### config.mk
export PLATFORM = sky130hd
export DESIGN_NAME = alu_seq
export DESIGN_NICKNAME = d
export VERILOG_FILES = /design/src/rtl/alu_pkg.sv /design/src/rtl/alu_flags.sv /design/src/rtl/alu_seq.sv
export SDC_FILE = /design/constraint.sdc
export NUM_CORES = 1
export LEC_CHECK = 0
export CAP_MARGIN = 20
export CELL_PAD_IN_SITES_DETAIL_PLACEMENT = 0
export CELL_PAD_IN_SITES_GLOBAL_PLACEMENT = 1
export CORE_ASPECT_RATIO = 1.4
export CORE_UTILIZATION = 40
export DETAILED_ROUTE_END_ITERATION = 10
export PLACE_DENSITY = 0.85
export SETUP_SLACK_MARGIN = 0.5
export SLEW_MARGIN = 20
export SYNTH_ARGS = -nofsm -noshare
export SYNTH_HDL_FRONTEND = slang
export SYNTH_SLANG_ARGS = --single-unit
### constraint.sdc
create_clock -name E -period 14.66 [get_ports E]
set_input_delay 2.932 -clock E [delete_from_list [all_inputs] [get_ports E]]
set_output_delay 2.932 -clock E [all_outputs]
set_load 0.01 [all_outputs]
### src/rtl/alu_pkg.sv
`default_nettype none
// ============================================================================
// Module      : alu_pkg
// Description : Op codes, PSW bit positions, FSM/flag-mode enums and the
//               BCD digit adder shared by the alu_seq block.
// Revision    : 1.0 - initial release
// ============================================================================
package alu_pkg;

    localparam logic [4:0] OP_ADD  = 5'b00000;
    localparam logic [4:0] OP_ADDC = 5'b00010;
    localparam logic [4:0] OP_SUB  = 5'b00100;
    localparam logic [4:0] OP_SUBC = 5'b00110;
    localparam logic [4:0] OP_DADD = 5'b01000;
    localparam logic [4:0] OP_CMP  = 5'b01010;
    localparam logic [4:0] OP_XOR  = 5'b01100;
    localparam logic [4:0] OP_AND  = 5'b01110;
    localparam logic [4:0] OP_OR   = 5'b10000;
    localparam logic [4:0] OP_BIT  = 5'b10010;
    localparam logic [4:0] OP_BIC  = 5'b10100;
    localparam logic [4:0] OP_BIS  = 5'b10110;
    localparam logic [4:0] OP_SRA  = 5'b11000;
    localparam logic [4:0] OP_RRC  = 5'b11010;

    localparam int PSW_C = 0;
    localparam int PSW_Z = 1;
    localparam int PSW_N = 2;
    localparam int PSW_V = 4;

    typedef enum logic [1:0] {
        ST_IDLE = 2'd0,
        ST_EXEC = 2'd1,
        ST_DONE = 2'd2
    } state_t;

    typedef enum logic [2:0] {
        FM_NONE  = 3'd0,
        FM_ARITH = 3'd1,
        FM_LOGIC = 3'd2,
        FM_DADD  = 3'd3,
        FM_SHIFT = 3'd4
    } flag_mode_t;

    // Returns {cout, digit}; non-BCD inputs still wrap modulo 16.
    function automatic logic [4:0] bcd_digit_add(input logic [3:0] a,
                                                 input logic [3:0] b,
                                                 input logic       cin);
        logic [4:0] t;
        logic [4:0] t_adj;
        t     = {1'b0, a} + {1'b0, b} + {4'b0000, cin};
        t_adj = t - 5'd10;
        if (t > 5'd9) begin
            bcd_digit_add = {1'b1, t_adj[3:0]};
        end else begin
            bcd_digit_add = {1'b0, t[3:0]};
        end
    endfunction

endpackage
`default_nettype wire

### src/rtl/alu_flags.sv
`default_nettype none
// ============================================================================
// Module      : alu_flags
// Description : Combinational C/Z/N/V update for byte or word operand width.
// Revision    : 1.0 - initial release
// ============================================================================
module alu_flags
    import alu_pkg::*;
#(
    parameter int DATA_W = 16,
    parameter int PSW_W  = 16
) (
    input  logic              i_byte,
    input  flag_mode_t        i_mode,
    input  logic [DATA_W-1:0] i_res,
    input  logic              i_src_msb,
    input  logic              i_dst_msb,
    input  logic              i_carry,
    input  logic [PSW_W-1:0]  i_psw,
    output logic [PSW_W-1:0]  o_psw
);

    logic w_res_msb;
    logic w_zero;
    logic w_ovf;

    always_comb begin
        w_res_msb = i_byte ? i_res[7] : i_res[DATA_W-1];
        w_zero    = i_byte ? (i_res[7:0] == 8'd0) : (i_res == '0);
        w_ovf     = (i_src_msb == i_dst_msb) && (w_res_msb != i_src_msb);

        o_psw = i_psw;
        case (i_mode)
            FM_ARITH: begin
                o_psw[PSW_C] = i_carry;
                o_psw[PSW_Z] = w_zero;
                o_psw[PSW_N] = w_res_msb;
                o_psw[PSW_V] = w_ovf;
            end
            FM_LOGIC: begin
                o_psw[PSW_Z] = w_zero;
                o_psw[PSW_N] = w_res_msb;
            end
            FM_DADD: begin
                o_psw[PSW_C] = i_carry;
                o_psw[PSW_Z] = w_zero;
            end
            FM_SHIFT: begin
                o_psw[PSW_C] = i_carry;
                o_psw[PSW_Z] = w_zero;
                o_psw[PSW_N] = w_res_msb;
                o_psw[PSW_V] = 1'b0;
            end
            default: ;
        endcase
    end

endmodule
`default_nettype wire

### src/rtl/alu_seq.sv
`default_nettype none
// ============================================================================
// Module      : alu_seq
// Description : Multi-cycle ALU with valid/ready handshake, iterative BCD add
//               and shift/rotate by count.
// Revision    : 1.0 - initial release
// ============================================================================
module alu_seq
    import alu_pkg::*;
#(
    parameter int DATA_W = 16,
    parameter int PSW_W  = 16
) (
    input  logic              E,
    input  logic              rst,
    input  logic              in_valid,
    output logic              in_ready,
    input  logic [4:0]        instr,
    input  logic              instr_opt,
    input  logic [DATA_W-1:0] op1,
    input  logic [DATA_W-1:0] op2,
    input  logic [PSW_W-1:0]  PSW_i,
    output logic [DATA_W-1:0] result,
    output logic [PSW_W-1:0]  PSW_o,
    output logic              out_valid,
    input  logic              out_ready
);

    localparam int                CNT_W     = $clog2(DATA_W + 1);
    localparam logic [DATA_W-1:0] BYTE_MASK = DATA_W'(8'hFF);

    state_t            state_q, state_d;
    logic [CNT_W-1:0]  cnt_q, cnt_d;
    logic [DATA_W-1:0] a_q, a_d;
    logic [DATA_W-1:0] b_q, b_d;
    logic              cy_q, cy_d;
    logic [4:0]        op_q, op_d;
    logic              byte_q, byte_d;
    logic              opt_q, opt_d;
    logic [PSW_W-1:0]  psw_q, psw_d;
    logic [DATA_W-1:0] result_q, result_d;
    logic [PSW_W-1:0]  psw_o_q, psw_o_d;

    function automatic logic [DATA_W-1:0] merge_low(input logic [DATA_W-1:0] hi,
                                                    input logic [7:0]        lo);
        return (hi & ~BYTE_MASK) | DATA_W'(lo);
    endfunction

    logic [4:0]        w_op;
    logic              w_sub, w_cin, w_multi;
    logic [DATA_W-1:0] w_src, w_arith, w_lmax, w_idx, w_mask, w_logic_raw, w_logic;
    logic [DATA_W:0]   w_sum_w;
    logic [8:0]        w_sum_b;
    logic              w_arith_c;
    logic [CNT_W-1:0]  w_n, w_len, w_n_sat, w_digits;
    logic [DATA_W-1:0] w_single_res, w_single_fres;
    flag_mode_t        w_single_mode;
    logic              w_single_c;

    // Accept-time datapath: everything that completes in a single cycle.
    always_comb begin
        w_op  = {instr[4:1], 1'b0};
        w_sub = (w_op == OP_SUB) || (w_op == OP_SUBC) || (w_op == OP_CMP);
        w_src = w_sub ? ~op2 : op2;
        case (w_op)
            OP_ADD:         w_cin = 1'b0;
            OP_SUB, OP_CMP: w_cin = 1'b1;
            default:        w_cin = PSW_i[PSW_C];
        endcase
        w_sum_w   = {1'b0, op1} + {1'b0, w_src} + {{DATA_W{1'b0}}, w_cin};
        w_sum_b   = {1'b0, op1[7:0]} + {1'b0, w_src[7:0]} + {8'd0, w_cin};
        w_arith   = instr[0] ? merge_low(op1, w_sum_b[7:0]) : w_sum_w[DATA_W-1:0];
        w_arith_c = instr[0] ? w_sum_b[8] : w_sum_w[DATA_W];

        w_lmax = instr[0] ? DATA_W'(7) : DATA_W'(DATA_W - 1);
        w_idx  = (op2 > w_lmax) ? w_lmax : op2;
        w_mask = {{(DATA_W-1){1'b0}}, 1'b1} << w_idx;
        case (w_op)
            OP_XOR:  w_logic_raw = op1 ^ op2;
            OP_AND:  w_logic_raw = op1 & op2;
            OP_OR:   w_logic_raw = op1 | op2;
            OP_BIT:  w_logic_raw = op1 & w_mask;
            OP_BIC:  w_logic_raw = op1 & ~w_mask;
            default: w_logic_raw = op1 | w_mask;
        endcase
        w_logic = instr[0] ? merge_low(op1, w_logic_raw[7:0]) : w_logic_raw;

        w_n      = CNT_W'(op2[3:0]);
        w_len    = instr[0] ? CNT_W'(8) : CNT_W'(DATA_W);
        w_n_sat  = (w_n > w_len) ? w_len : w_n;
        w_digits = instr[0] ? CNT_W'(2) : CNT_W'(DATA_W / 4);
        w_multi  = (w_op == OP_DADD) ||
                   (((w_op == OP_SRA) || (w_op == OP_RRC)) && (w_n_sat != '0));

        w_single_res  = op1;
        w_single_fres = op1;
        w_single_mode = FM_NONE;
        w_single_c    = PSW_i[PSW_C];
        case (w_op)
            OP_ADD, OP_ADDC, OP_SUB, OP_SUBC: begin
                w_single_res  = w_arith;
                w_single_fres = w_arith;
                w_single_mode = FM_ARITH;
                w_single_c    = w_arith_c;
            end
            OP_CMP: begin
                w_single_fres = w_arith;
                w_single_mode = FM_ARITH;
                w_single_c    = w_arith_c;
            end
            OP_XOR, OP_AND, OP_OR, OP_BIT, OP_BIC, OP_BIS: begin
                w_single_res  = w_logic;
                w_single_fres = w_logic;
                w_single_mode = FM_LOGIC;
            end
            OP_SRA, OP_RRC: w_single_mode = FM_SHIFT;
            default: ;
        endcase
    end

    logic [4:0]        w_dig;
    logic              w_top, w_step_c;
    logic [DATA_W-1:0] w_dadd_step, w_shift_step, w_step_res;

    // One BCD digit or one bit position per EXEC cycle, rotating within L bits.
    always_comb begin
        w_dig        = bcd_digit_add(a_q[3:0], b_q[3:0], cy_q);
        w_dadd_step  = byte_q ? merge_low(a_q, {w_dig[3:0], a_q[7:4]})
                              : {w_dig[3:0], a_q[DATA_W-1:4]};
        w_top        = (op_q == OP_RRC) ? cy_q : (byte_q ? a_q[7] : a_q[DATA_W-1]);
        w_shift_step = byte_q ? merge_low(a_q, {w_top, a_q[7:1]})
                              : {w_top, a_q[DATA_W-1:1]};
        w_step_res   = (op_q == OP_DADD) ? w_dadd_step : w_shift_step;
        w_step_c     = (op_q == OP_DADD) ? w_dig[4] : a_q[0];
    end

    logic              w_fl_byte, w_fl_src_msb, w_fl_dst_msb, w_fl_carry;
    flag_mode_t        w_fl_mode;
    logic [DATA_W-1:0] w_fl_res;
    logic [PSW_W-1:0]  w_fl_psw_in, w_fl_psw;

    always_comb begin
        if (state_q == ST_IDLE) begin
            w_fl_byte    = instr[0];
            w_fl_res     = w_single_fres;
            w_fl_src_msb = instr[0] ? w_src[7] : w_src[DATA_W-1];
            w_fl_dst_msb = instr[0] ? op1[7] : op1[DATA_W-1];
            w_fl_carry   = w_single_c;
            w_fl_mode    = instr_opt ? w_single_mode : FM_NONE;
            w_fl_psw_in  = PSW_i;
        end else begin
            w_fl_byte    = byte_q;
            w_fl_res     = w_step_res;
            w_fl_src_msb = 1'b0;
            w_fl_dst_msb = 1'b0;
            w_fl_carry   = w_step_c;
            w_fl_mode    = !opt_q ? FM_NONE : ((op_q == OP_DADD) ? FM_DADD : FM_SHIFT);
            w_fl_psw_in  = psw_q;
        end
    end

    alu_flags #(
        .DATA_W (DATA_W),
        .PSW_W  (PSW_W)
    ) u_flags (
        .i_byte    (w_fl_byte),
        .i_mode    (w_fl_mode),
        .i_res     (w_fl_res),
        .i_src_msb (w_fl_src_msb),
        .i_dst_msb (w_fl_dst_msb),
        .i_carry   (w_fl_carry),
        .i_psw     (w_fl_psw_in),
        .o_psw     (w_fl_psw)
    );

    always_ff @(posedge E) begin
        if (rst) begin
            state_q  <= ST_IDLE;
            cnt_q    <= '0;
            a_q      <= '0;
            b_q      <= '0;
            cy_q     <= 1'b0;
            op_q     <= '0;
            byte_q   <= 1'b0;
            opt_q    <= 1'b0;
            psw_q    <= '0;
            result_q <= '0;
            psw_o_q  <= '0;
        end else begin
            state_q  <= state_d;
            cnt_q    <= cnt_d;
            a_q      <= a_d;
            b_q      <= b_d;
            cy_q     <= cy_d;
            op_q     <= op_d;
            byte_q   <= byte_d;
            opt_q    <= opt_d;
            psw_q    <= psw_d;
            result_q <= result_d;
            psw_o_q  <= psw_o_d;
        end
    end

    always_comb begin
        state_d = state_q;
        case (state_q)
            ST_IDLE: if (in_valid) state_d = w_multi ? ST_EXEC : ST_DONE;
            ST_EXEC: if (cnt_q == '0) state_d = ST_DONE;
            ST_DONE: if (out_ready) state_d = ST_IDLE;
            default: state_d = ST_IDLE;
        endcase
    end

    // Counter is loaded with (steps - 1); the last step also writes the result.
    always_comb begin
        cnt_d    = cnt_q;
        a_d      = a_q;
        b_d      = b_q;
        cy_d     = cy_q;
        op_d     = op_q;
        byte_d   = byte_q;
        opt_d    = opt_q;
        psw_d    = psw_q;
        result_d = result_q;
        psw_o_d  = psw_o_q;
        case (state_q)
            ST_IDLE: begin
                if (in_valid) begin
                    a_d    = op1;
                    b_d    = op2;
                    cy_d   = PSW_i[PSW_C];
                    op_d   = w_op;
                    byte_d = instr[0];
                    opt_d  = instr_opt;
                    psw_d  = PSW_i;
                    if (w_multi) begin
                        cnt_d = ((w_op == OP_DADD) ? w_digits : w_n_sat) - CNT_W'(1);
                    end else begin
                        cnt_d    = '0;
                        result_d = w_single_res;
                        psw_o_d  = w_fl_psw;
                    end
                end
            end
            ST_EXEC: begin
                a_d  = w_step_res;
                b_d  = b_q >> 4;
                cy_d = w_step_c;
                if (cnt_q == '0) begin
                    result_d = w_step_res;
                    psw_o_d  = w_fl_psw;
                end else begin
                    cnt_d = cnt_q - CNT_W'(1);
                end
            end
            default: ;
        endcase
    end

    always_comb begin
        in_ready  = (state_q == ST_IDLE);
        out_valid = (state_q == ST_DONE);
        result    = result_q;
        PSW_o     = psw_o_q;
    end

endmodule
`default_nettype wire

==> impl_metrics.ini <==
[run_status]
status = finished, final reports clean

[synthesis]
synth_seq_cells = 94
yosysTopAreaCellShare = 0.233
synth_common_cells = nand2_1 (204), a21oi_1 (117), nor2_1 (107)
synth_fp_nets = 1231
synth_edf_count = 0
syn_area_um2 = 8080
netlist_top_cells_area = dfxtp_1 (23%), nand2_1 (9.5%), a21oi_1 (7.2%), nor2_1 (5.0%), ha_1 (3.7%)
yosys_warnings = 0
postSynthAreaPerCell_um2 = 7.06
synth_cell_types = 89
ys_async_sr_fraction = 0
synth_ff_type = dfxtp_1
synth.most_common_cell = nand2_1
synth_top_area_cell = dfxtp_1
synthCells = 1145
yosysSeqAreaShare = 0.233

[routing]
drc_errors = 0
wl_per_cell_um = 21.1
vias_per_cell = 6.28
drtIter0Drc = 823
first_pass_iters = 5
wl_um = 30100
vias = 8973
ant_nets = 0

[pwr]
p_leak_nw = 3.39
ir_worst_vdd_mv = 0.0554
switchingPower_w = 0.000302
p_int_w = 0.000528
power_frac_seq = 0.350
total_power_w = 0.000830
p_clk_frac = 0.282
p_sw_frac = 0.364
power-per-cell-area_nw_per_um2 = 88.6
share_comb_of_total_power = 0.368

[clock_tree]
cts.clk_slew.worst_paths_ns = 0.07
cts.hold.buffers_added = 0
cts_tree = built
cts_setup_buffers = 0
htree_num_levels = 3
cts_max_path_buffers = 2
clock-sinks = 94
cts_resized = 0
cts_buffers = 9
clockRootBuffer = clkbuf_16
clock_latency_ns = 0.35

[sta]
tightest_slew_ns = 0.978
slew_viol_final = 0
setup_tns_ns = 0
slew_headroom = 0.348
finalCriticalPeriod_ns = 8.10
timing.final.ws_setup_ns = 6.56
hold_slack_ns = 0.451
max_freq_mhz = 123
setup_violations = 0
timing.final.hold_violations = 0
finalCritPeriodShare = 0.553
rsz0062_at_grt = false
clock_skew_ns = 0.0127

[setup_path]
crit_chain = clkdlybuf4s50_1 -> buf_4 -> clkinv_1 -> mux2i_1 -> and2_1 -> xor2_1 -> fa_1 -> fa_1 -> a211oi_4 -> o21ai_2 -> a31o_1 -> o41a_1 -> xor2_1 -> a2111oi_4 -> a41oi_1 -> o211ai_1 -> a31oi_1 -> nor3_1
worstPathArrival_ns = 8.36
start_kind = primary input
crit_type = primary input to flip-flop
cpPeakStageDelay_ns = 0.72
crit_fanout = 24
crit_slowest_cell = and2_1
endpoint_kind = flip-flop
cp_data_required_time_ns = 14.92

[floorplan]
die_h_um = 170
dieArea_um2 = 20800
ios = 92
initial_utilization = 0.407
die_width_um = 122
core_area_um2 = 19800
rows = 61

[place]
hpwl_um = 22200
portBuffers = 91
pre_cts_slack_ns = 6.30
gp_congestion = 0.976

[layout]
multiInputGateArea_um2 = 5730
diodes = 0
final_layout_size_suffix_gt1_frac = 0.0587
nNetsFinal = 1258
fillers = 2064
ff_latch_area_um2 = 1880
area_growth_pct = 16.0

[global_routing]
grt_pass1_wl_um = 46300
grt.overflow.total = 0
grt_max_degree = 90
grt_pass1_vias = 8186
grt_antenna_before_repair = 0
grt_use_total = 0.289

[flow_run]
max-cap-violations = 0

[min_path]
hp-class = flip-flop to flip-flop
-- area by class of cell --
class,count,share of cell area
Multi-Input combinational cell,933,0.611
Clock inverter,5,0.00641
Timing Repair Buffer,114,0.115
Inverter,20,0.00801
Sequential cell,94,0.201
Tap cell,252,0.0336
Clock buffer,10,0.0244
-- power by group through the flow --
| stage | logic (W) | registers, W | clock network [W] |
|---|---|---|---|
| finish | 0.000305 | 0.000291 | 0.000234 |
| global route | 0.000332 | 0.000294 | 0.000247 |
| global placement | 0.000299 | 0.000296 | 0 |
| floorplan | 0.000194 | 0.000297 | 0 |
| CTS | 0.000302 | 0.000291 | 0.000239 |
| detailed placement | 0.000300 | 0.000297 | 0 |
-- layout by cell type (no fill, tap or decap), types with 19 or more instances in the layout --
master and count:
a311oi_1 34, a21oi_1 117, xor2_1 29, o21ai_0 53, nor3_1 23, ha_1 24, nand2_1 204, mux2i_1 20
a31oi_1 23, clkdlybuf4s50_1 90, nand3_1 24, nor2_1 107, dfxtp_1 94, inv_1 19, buf_4 24
-- sequential cells by signal, indices dropped and copies added (netlist names) --
signal   count
PSW_o       16
a_q         16
b_q         16
byte_q       1
cnt_q        5
cy_q         1
op_q         4
opt_q        1
psw_q       16
result      16
state_q      2
-- worst paths after layout --
check                           cells past startpoint                       to  slack (ns)                    start
worst max-delay path                               18    PSW_o[1]$_SDFFE_PP0P_        6.56                 instr[2]
worst min-delay path                                2  result[11]$_SDFFE_PP0P_        0.45  result[11]$_SDFFE_PP0P_
worst max register to register                     12  result[14]$_SDFFE_PP0P_       11.04      a_q[0]$_SDFFE_PP0P_
worst min register to register                      2  result[11]$_SDFFE_PP0P_        0.45  result[11]$_SDFFE_PP0P_
-- layer usage --
metal / global-route usage / wire length [um] / vias to the layer above
met5: 0 / 0 / -
met4: 0.185 / 2020 / 0
met3: 0.0295 / 1840 / 94
met2: 0.479 / 14100 / 396
met1: 0.355 / 12200 / 4212
li1: - / - / 4271
-- through the flow --
stage | std cells | util | area (um2)
floorplan | 1145 | - | 8080
finish | 1428 | 0.472 | 9370
global route | 1428 | 0.472 | 9370
detailed placement | 1413 | 0.458 | 9080
CTS | 1428 | 0.472 | 9370
global placement | 1413 | 0.458 | 9080
-- kinds of logic after synthesis --
group,count (synthesis),share of synthesized area
compound gates,377,0.316
xor+xnor,36,0.0390
fa+ha+maj,28,0.0471
buf+inv,118,0.0598
flops,94,0.233
mux,21,0.0262
simple gates,471,0.279
-- critical path: cells and delay by family --
kind,cells,cell delay (ns)
muxes,1,0.20
AOI/OAI and AO/OA,8,1.94
buffers and inverters,3,1.00
xor gates and xnor gates,2,0.38
and+or+nand+nor,2,0.94
adders and majority gates,2,0.96
No activity file was read; power rests on OpenSTA's default activity.
